File: config.mk
export PLATFORM = sky130hd
export DESIGN_NAME = store_buffer
export DESIGN_NICKNAME = d
export VERILOG_FILES = /design/src/rtl/store_buffer_pkg.sv /design/src/rtl/store_lane_align.sv /design/src/rtl/store_buffer.sv
export SDC_FILE = /design/constraint.sdc
export NUM_CORES = 1
export LEC_CHECK = 0
export CAP_MARGIN = 30
export CORE_MARGIN = 10
export CORE_UTILIZATION = 60
export CTS_CLUSTER_SIZE = 40
export DETAILED_ROUTE_END_ITERATION = 6
export GPL_TIMING_DRIVEN = 1
export HOLD_SLACK_MARGIN = 0.08
export MAX_ROUTING_LAYER = met4
export PLACE_DENSITY = 0.83
export SLEW_MARGIN = 20
export SYNTH_ARGS = -nofsm -noshare
export SYNTH_HDL_FRONTEND = slang
export SYNTH_SLANG_ARGS = --single-unit
File: constraint.sdc
create_clock -name clock -period 12.1 [get_ports clock]
set_clock_uncertainty 0.05 [all_clocks]
set_input_delay 2.42 -clock clock [delete_from_list [all_inputs] [get_ports clock]]
set_output_delay 2.42 -clock clock [all_outputs]
set_load 0.01 [all_outputs]
File: src/rtl/store_buffer_pkg.sv
// Shared definitions for the store buffer: store size codes, the "no ROB
// entry" tag, the buffer entry layout and the drain FSM states.
package store_buffer_pkg;

    localparam logic [2:0] SIZE_SB = 3'b000;
    localparam logic [2:0] SIZE_SH = 3'b001;
    localparam logic [2:0] SIZE_SW = 3'b010;

    localparam logic [5:0] INVALID_ROB_TAG = 6'b010000;

    typedef struct packed {
        logic        valid;
        logic        committed;
        logic [5:0]  rob;
        logic [31:0] addr;
        logic [31:0] data;
        logic [2:0]  size;
    } sb_entry_t;

    typedef enum logic {
        DRAIN_IDLE = 1'b0,
        DRAIN_REQ  = 1'b1
    } drain_state_t;

    // Word-aligned form of a byte address (low two bits forced to zero).
    function automatic logic [31:0] word_addr(input logic [31:0] a);
        return a & 32'hFFFF_FFFC;
    endfunction

endpackage

File: src/rtl/store_lane_align.sv
// Store lane alignment: turns a store's size, low address bits and value into
// the byte enables and lane-replicated write data seen by the data memory.
module store_lane_align
    import store_buffer_pkg::*;
(
    input  logic [2:0]  size,
    input  logic [1:0]  addr_lo,
    input  logic [31:0] data,
    output logic [3:0]  be,
    output logic [31:0] wdata
);

    // Byte stores hit one lane, halves hit the upper or lower pair, words hit all four.
    always_comb begin
        be    = 4'b0000;
        wdata = data;
        case (size)
            SIZE_SB: begin
                be    = 4'b0001 << addr_lo;
                wdata = {4{data[7:0]}};
            end
            SIZE_SH: begin
                be    = addr_lo[1] ? 4'b1100 : 4'b0011;
                wdata = {2{data[15:0]}};
            end
            SIZE_SW: begin
                be    = 4'b1111;
                wdata = data;
            end
            default: begin
                be    = 4'b0000;
                wdata = data;
            end
        endcase
    end

endmodule

File: src/rtl/store_buffer.sv
// Store buffer: circular FIFO of resolved stores that are committed in ROB
// order and drained to data memory one at a time.
// Optional load forwarding is compiled in with the macro STORE_FWD_EN.
module store_buffer
    import store_buffer_pkg::*;
#(
    parameter int         DEPTH       = 4,
    parameter logic [5:0] INVALID_ROB = INVALID_ROB_TAG
) (
    input  logic        clock,
    input  logic        reset,
    input  logic        in_valid,
    input  logic [5:0]  in_rob,
    input  logic [31:0] in_data,
    input  logic [31:0] in_addr,
    input  logic [2:0]  in_size,
    output logic        in_ready,
    input  logic        commit_valid,
    input  logic [5:0]  commit_rob,
    input  logic        flush,
    output logic        mem_req,
    output logic [31:0] mem_addr,
    output logic [31:0] mem_wdata,
    output logic [3:0]  mem_be,
    input  logic        mem_ack,
`ifdef STORE_FWD_EN
    input  logic [31:0] ld_addr,
    output logic        ld_hit,
    output logic        ld_stall,
    output logic [31:0] ld_data,
`endif
    output logic        overflow,
    output logic [4:0]  count,
    output logic        empty
);

    localparam int PTR_W = (DEPTH > 1) ? $clog2(DEPTH) : 1;

    sb_entry_t          entries [DEPTH];
    logic [PTR_W-1:0]   head;
    logic [PTR_W-1:0]   tail;
    drain_state_t       state;
    drain_state_t       next_state;

    logic [DEPTH-1:0]   commit_mask;
    logic               commit_found;
    logic [4:0]         keep_count;
    logic               push;
    logic               pop;
    logic [3:0]         head_be;
    logic [31:0]        head_wdata;

    assign in_ready = (count < 5'(DEPTH));
    assign empty    = (count == 5'd0);
    assign mem_req  = (state == DRAIN_REQ);
    assign push     = in_valid && in_ready && !flush;
    assign pop      = (state == DRAIN_REQ) && mem_ack;

    store_lane_align u_align (
        .size    (entries[head].size),
        .addr_lo (entries[head].addr[1:0]),
        .data    (entries[head].data),
        .be      (head_be),
        .wdata   (head_wdata)
    );

    // Locate the oldest uncommitted entry matching the retiring tag and count what survives a flush.
    always_comb begin
        commit_mask  = '0;
        commit_found = 1'b0;
        keep_count   = 5'd0;
        for (int i = 0; i < DEPTH; i++) begin
            logic [PTR_W-1:0] idx;
            idx = head + PTR_W'(i);
            if (!commit_found && commit_valid && (commit_rob != INVALID_ROB) &&
                entries[idx].valid && !entries[idx].committed &&
                (entries[idx].rob == commit_rob)) begin
                commit_mask[idx] = 1'b1;
                commit_found     = 1'b1;
            end
        end
        for (int i = 0; i < DEPTH; i++) begin
            keep_count = keep_count + 5'(entries[i].valid && (entries[i].committed || commit_mask[i]));
        end
    end

    // Entry storage, pointers, occupancy and the sticky overflow flag.
    always_ff @(posedge clock or negedge reset) begin
        if (!reset) begin
            for (int i = 0; i < DEPTH; i++) begin
                entries[i] <= '0;
            end
            head     <= '0;
            tail     <= '0;
            count    <= 5'd0;
            overflow <= 1'b0;
        end else begin
            for (int i = 0; i < DEPTH; i++) begin
                if (commit_mask[i]) begin
                    entries[i].committed <= 1'b1;
                end
                if (flush && !(entries[i].committed || commit_mask[i])) begin
                    entries[i].valid <= 1'b0;
                end
            end
            if (pop) begin
                entries[head].valid     <= 1'b0;
                entries[head].committed <= 1'b0;
            end
            if (push) begin
                entries[tail] <= '{valid: 1'b1, committed: 1'b0, rob: in_rob,
                                   addr: in_addr, data: in_data, size: in_size};
            end
            if (pop) begin
                head <= head + PTR_W'(1);
            end
            if (flush) begin
                tail  <= head + PTR_W'(keep_count);
                count <= keep_count - 5'(pop);
            end else begin
                if (push) begin
                    tail <= tail + PTR_W'(1);
                end
                count <= count + 5'(push) - 5'(pop);
            end
            if (in_valid && !in_ready) begin
                overflow <= 1'b1;
            end
        end
    end

    // Drain FSM state register.
    always_ff @(posedge clock or negedge reset) begin
        if (!reset) begin
            state <= DRAIN_IDLE;
        end else begin
            state <= next_state;
        end
    end

    // Start a write once the head is committed; return to idle on acknowledge.
    always_comb begin
        next_state = state;
        case (state)
            DRAIN_IDLE: begin
                if (entries[head].valid && entries[head].committed) begin
                    next_state = DRAIN_REQ;
                end
            end
            DRAIN_REQ: begin
                if (mem_ack) begin
                    next_state = DRAIN_IDLE;
                end
            end
            default: next_state = DRAIN_IDLE;
        endcase
    end

    // Capture the head store's address, data and enables as the write starts; hold them until acknowledged.
    always_ff @(posedge clock or negedge reset) begin
        if (!reset) begin
            mem_addr  <= 32'd0;
            mem_wdata <= 32'd0;
            mem_be    <= 4'd0;
        end else if ((state == DRAIN_IDLE) && (next_state == DRAIN_REQ)) begin
            mem_addr  <= word_addr(entries[head].addr);
            mem_wdata <= head_wdata;
            mem_be    <= head_be;
        end
    end

`ifdef STORE_FWD_EN
    // Youngest matching word wins; only full-word stores can supply data, partial ones stall the load.
    always_comb begin
        ld_hit   = 1'b0;
        ld_stall = 1'b0;
        ld_data  = 32'd0;
        for (int i = 0; i < DEPTH; i++) begin
            logic [PTR_W-1:0] fidx;
            fidx = head + PTR_W'(i);
            if (entries[fidx].valid && (word_addr(entries[fidx].addr) == word_addr(ld_addr))) begin
                if (entries[fidx].size == SIZE_SW) begin
                    ld_hit   = 1'b1;
                    ld_stall = 1'b0;
                    ld_data  = entries[fidx].data;
                end else begin
                    ld_hit   = 1'b0;
                    ld_stall = 1'b1;
                    ld_data  = 32'd0;
                end
            end
        end
    end
`endif

endmodule

==> results.yml <==
timing:
  timing.final.ws_setup_ps: 5830
  rsz_0062_raised_after_global_routing: "no"
  layout_min_cycle_time_ps: 6270
  finalHoldWorstSlack_ps: 428
  slew_viol_final: 0
  timing.max_slew.rel_slack_pct: 31.9
  finalHoldViolCount: 0
  worst-slew-pin-transition_ps: 1020
  setup-tns-final_ps: 0
  achievable-frequency_mhz: 159
  setup_viol: 0
  finalCritPeriodShare_pct: 51.8
critical_path:
  critPathMaxFanout: 7
  timing_worst_setup_path_type: "in2reg"
  crit_arrival_ps: 6610
  crit_required_ps: 12440
  crit_path_end_kind: "register"
  critical_path.startpoint_type: "primary input"
outcome:
  status: "completed"
logic_synthesis:
  seq_area_frac_synth_pct: 53.6
  synth.lib_cells_used.distinct: 49
  synthesis.instances: 1168
  synthesis.area_per_instance_um2: 15.1
  synthArstFlopShare_pct: 100
  yosysWarnings: 0
  count_of_flip_flops_with_a_built_in_enable_after_synthesis: 0
  number_of_flip_flops_and_latches_in_the_synthesized_netlist: 377
  dominantRegCellSynth: "sky130_fd_sc_hd__dfrtp_1"
  post-synth-top-area-fraction_pct: 53.6
  yosys_top_cell_by_area: "sky130_fd_sc_hd__dfrtp_1"
  yosys-top-cells-area: "sky130_fd_sc_hd__dfrtp_1 54%, sky130_fd_sc_hd__mux2_2 21%, sky130_fd_sc_hd__mux4_2 11%"
  synth.cell_area_mm2: 0.0176
drt:
  drc_errors: 0
  total_length_of_routed_wires_um: 38200
  avgViaCountPerCell: 6.01
  routed-via-count: 10359
  drtAntennaViolNets: 0
  post_drt_wl_per_cell_um: 22.2
  detail_route.first_pass.iterations: 4
  drt_iter0_markers: 678
clock_tree:
  postCtsResizedCells: 0
  h-tree-depth: 2
  clk_pin_slew_ps: 60
  clockRootBuffer: "sky130_fd_sc_hd__clkbuf_16"
  cts_tree: "done"
  holdBufCountCts: 0
  clock_latency_late_sink_ps: 520
  cts_buffer_depth: 3
  cts-buffers-inserted: 40
  clock_sink_count: 377
  postCtsSetupBuffers: 0
die:
  top_level_ports: 162
  initial_core_util_pct: 61.0
  die_x_um: 191
  dieArea_mm2: 0.0366
  core.rowCount: 62
  die_h_um: 191
  core-area_mm2: 0.0289
layout:
  relative_area_change_from_synthesis_to_final_layout_pct: 18.2
  final_layout_size_suffix_gt1_share_pct: 37.7
  utilization_pct: 72.2
  layout.cells.most_common: "sky130_fd_sc_hd__dfrtp_1"
  design.final.nets: 1417
  layout.cells.most_common_list: "375 x sky130_fd_sc_hd__dfrtp_1, 331 x sky130_fd_sc_hd__mux2_2, 158 x sky130_fd_sc_hd__clkdlybuf4s50_1"
power:
  vdd_drop_max_uv: 122
  total_leakage_power_nw: 9.19
  total_power_after_layout_mw: 4.64
  power_density_mw_per_mm2: 223
placed_design:
  gpl.final_weighted_congestion: 0.872
  buffer_ports.inserted: 159
  detailedPlace.worstSlack_ps: 5340
  detailedPlacementHpwl_um: 24400
global_routing:
  number_of_global_route_vias_before_repair: 11047
  grt.overflow.total: 0
  grt_pass1_wl_um: 61100
  grt_max_degree: 171
  antenna_found_initial: 5
  grt.total_usage_pct: 21.6
flow_run:
  cap_viol_max_count: 0
hold_path:
  worstHoldPathType: "reg2reg"
==> area by class of cell <==
class,count,area (µm²)
Antenna cell,5,12.5
Clock buffer,64,1190
Inverter,20,75.1
Multi-Input combinational cell,695,7800
Fill cell,1883,8040
Clock inverter,6,41.3
Sequential cell,377,9440
Timing Repair Buffer,173,1770
Tap cell,384,480
==> layer usage <==
metal  up-vias  GRT usage [%]  share of wire (%)
met4         0           5.62                2.1
met1      5458           28.2                 44
met2       240           34.2                 49
met3        60           4.14                5.0
li1       4601              -                  -
met5         -              -                  0
==> final timing paths <==
kind	start	to	slack, ps	cells after the start
max in group asynchronous	reset	entries[60]	8640	2
max	commit_rob[4]	count[4]	5830	15
min in group asynchronous	reset	entries[149]	1900	1
min reg2reg	mem_wdata[12]	mem_wdata[12]	430	2
min	mem_wdata[12]	mem_wdata[12]	430	2
max reg2reg	head[0]	count[4]	6380	17
==> state kept, by name (all words and copies together), names as in the netlist, 2 cells and up <==
| register | cells |
|---|---|
| mem_addr | 30 |
| tail | 2 |
| head | 2 |
| mem_wdata | 32 |
| count | 5 |
| mem_be | 4 |
| entries | 300 |
==> cells in the mapped netlist, types with 6 or more instances <==
master                     number
sky130_fd_sc_hd__buf_4          8
sky130_fd_sc_hd__buf_2         12
sky130_fd_sc_hd__ha_1          23
sky130_fd_sc_hd__a21oi_1        9
sky130_fd_sc_hd__mux2i_1       35
sky130_fd_sc_hd__xnor2_1       20
sky130_fd_sc_hd__mux2_2       331
sky130_fd_sc_hd__mux4_2        86
sky130_fd_sc_hd__nor2_1         9
sky130_fd_sc_hd__xor2_1        15
sky130_fd_sc_hd__nand2_1       61
sky130_fd_sc_hd__o21ai_0       38
sky130_fd_sc_hd__dfrtp_1      377
sky130_fd_sc_hd__buf_1          7
sky130_fd_sc_hd__a32oi_1        8
sky130_fd_sc_hd__clkbuf_1      48
sky130_fd_sc_hd__inv_1         20
sky130_fd_sc_hd__nor2b_1        6
sky130_fd_sc_hd__mux4_1         6
==> critical path, stage by stage <==
cell and delay (ps):
sky130_fd_sc_hd__clkdlybuf4s50_1 680, sky130_fd_sc_hd__or4b_2 630, sky130_fd_sc_hd__o31a_1 350, sky130_fd_sc_hd__o31ai_4 100, sky130_fd_sc_hd__and3b_1 250, sky130_fd_sc_hd__a32oi_1 260
sky130_fd_sc_hd__a21boi_1 140, sky130_fd_sc_hd__fa_1 550, sky130_fd_sc_hd__ha_1 180, sky130_fd_sc_hd__inv_1 50, sky130_fd_sc_hd__ha_1 310, sky130_fd_sc_hd__inv_1 60
sky130_fd_sc_hd__ha_1 180, sky130_fd_sc_hd__ha_1 190, sky130_fd_sc_hd__mux2_2 260
==> through the flow <==
stage	std cells	cell area, µm²
6_report	1724	20800
5_1_grt	1724	20800
4_1_cts	1718	20800
3_5_place_dp	1648	19600
3_3_place_gp	1645	19500
2_1_floorplan	1169	17600
==> kinds of logic after synthesis <==
kind of cell / count (synthesis) / share of synthesized area, %
AO/OA/AOI/OAI: 79 / 2.84
XOR/XNOR: 35 / 1.74
adder cells (fa/ha/maj): 25 / 1.86
buffers and inverters: 97 / 2.41
flip-flops: 377 / 53.6
multiplexers: 458 / 35.0
other: 1 / 0.0213
AND/OR/NAND/NOR: 96 / 2.53
==> where the power goes <==
| group | switching [mW] | internal [mW] |
|---|---|---|
| clock | 0.472 | 0.675 |
| combinational | 0.580 | 0.882 |
| sequential | 0.279 | 1.75 |
| total | 1.33 | 3.31 |
No activity file was read; power rests on OpenSTA's default activity.
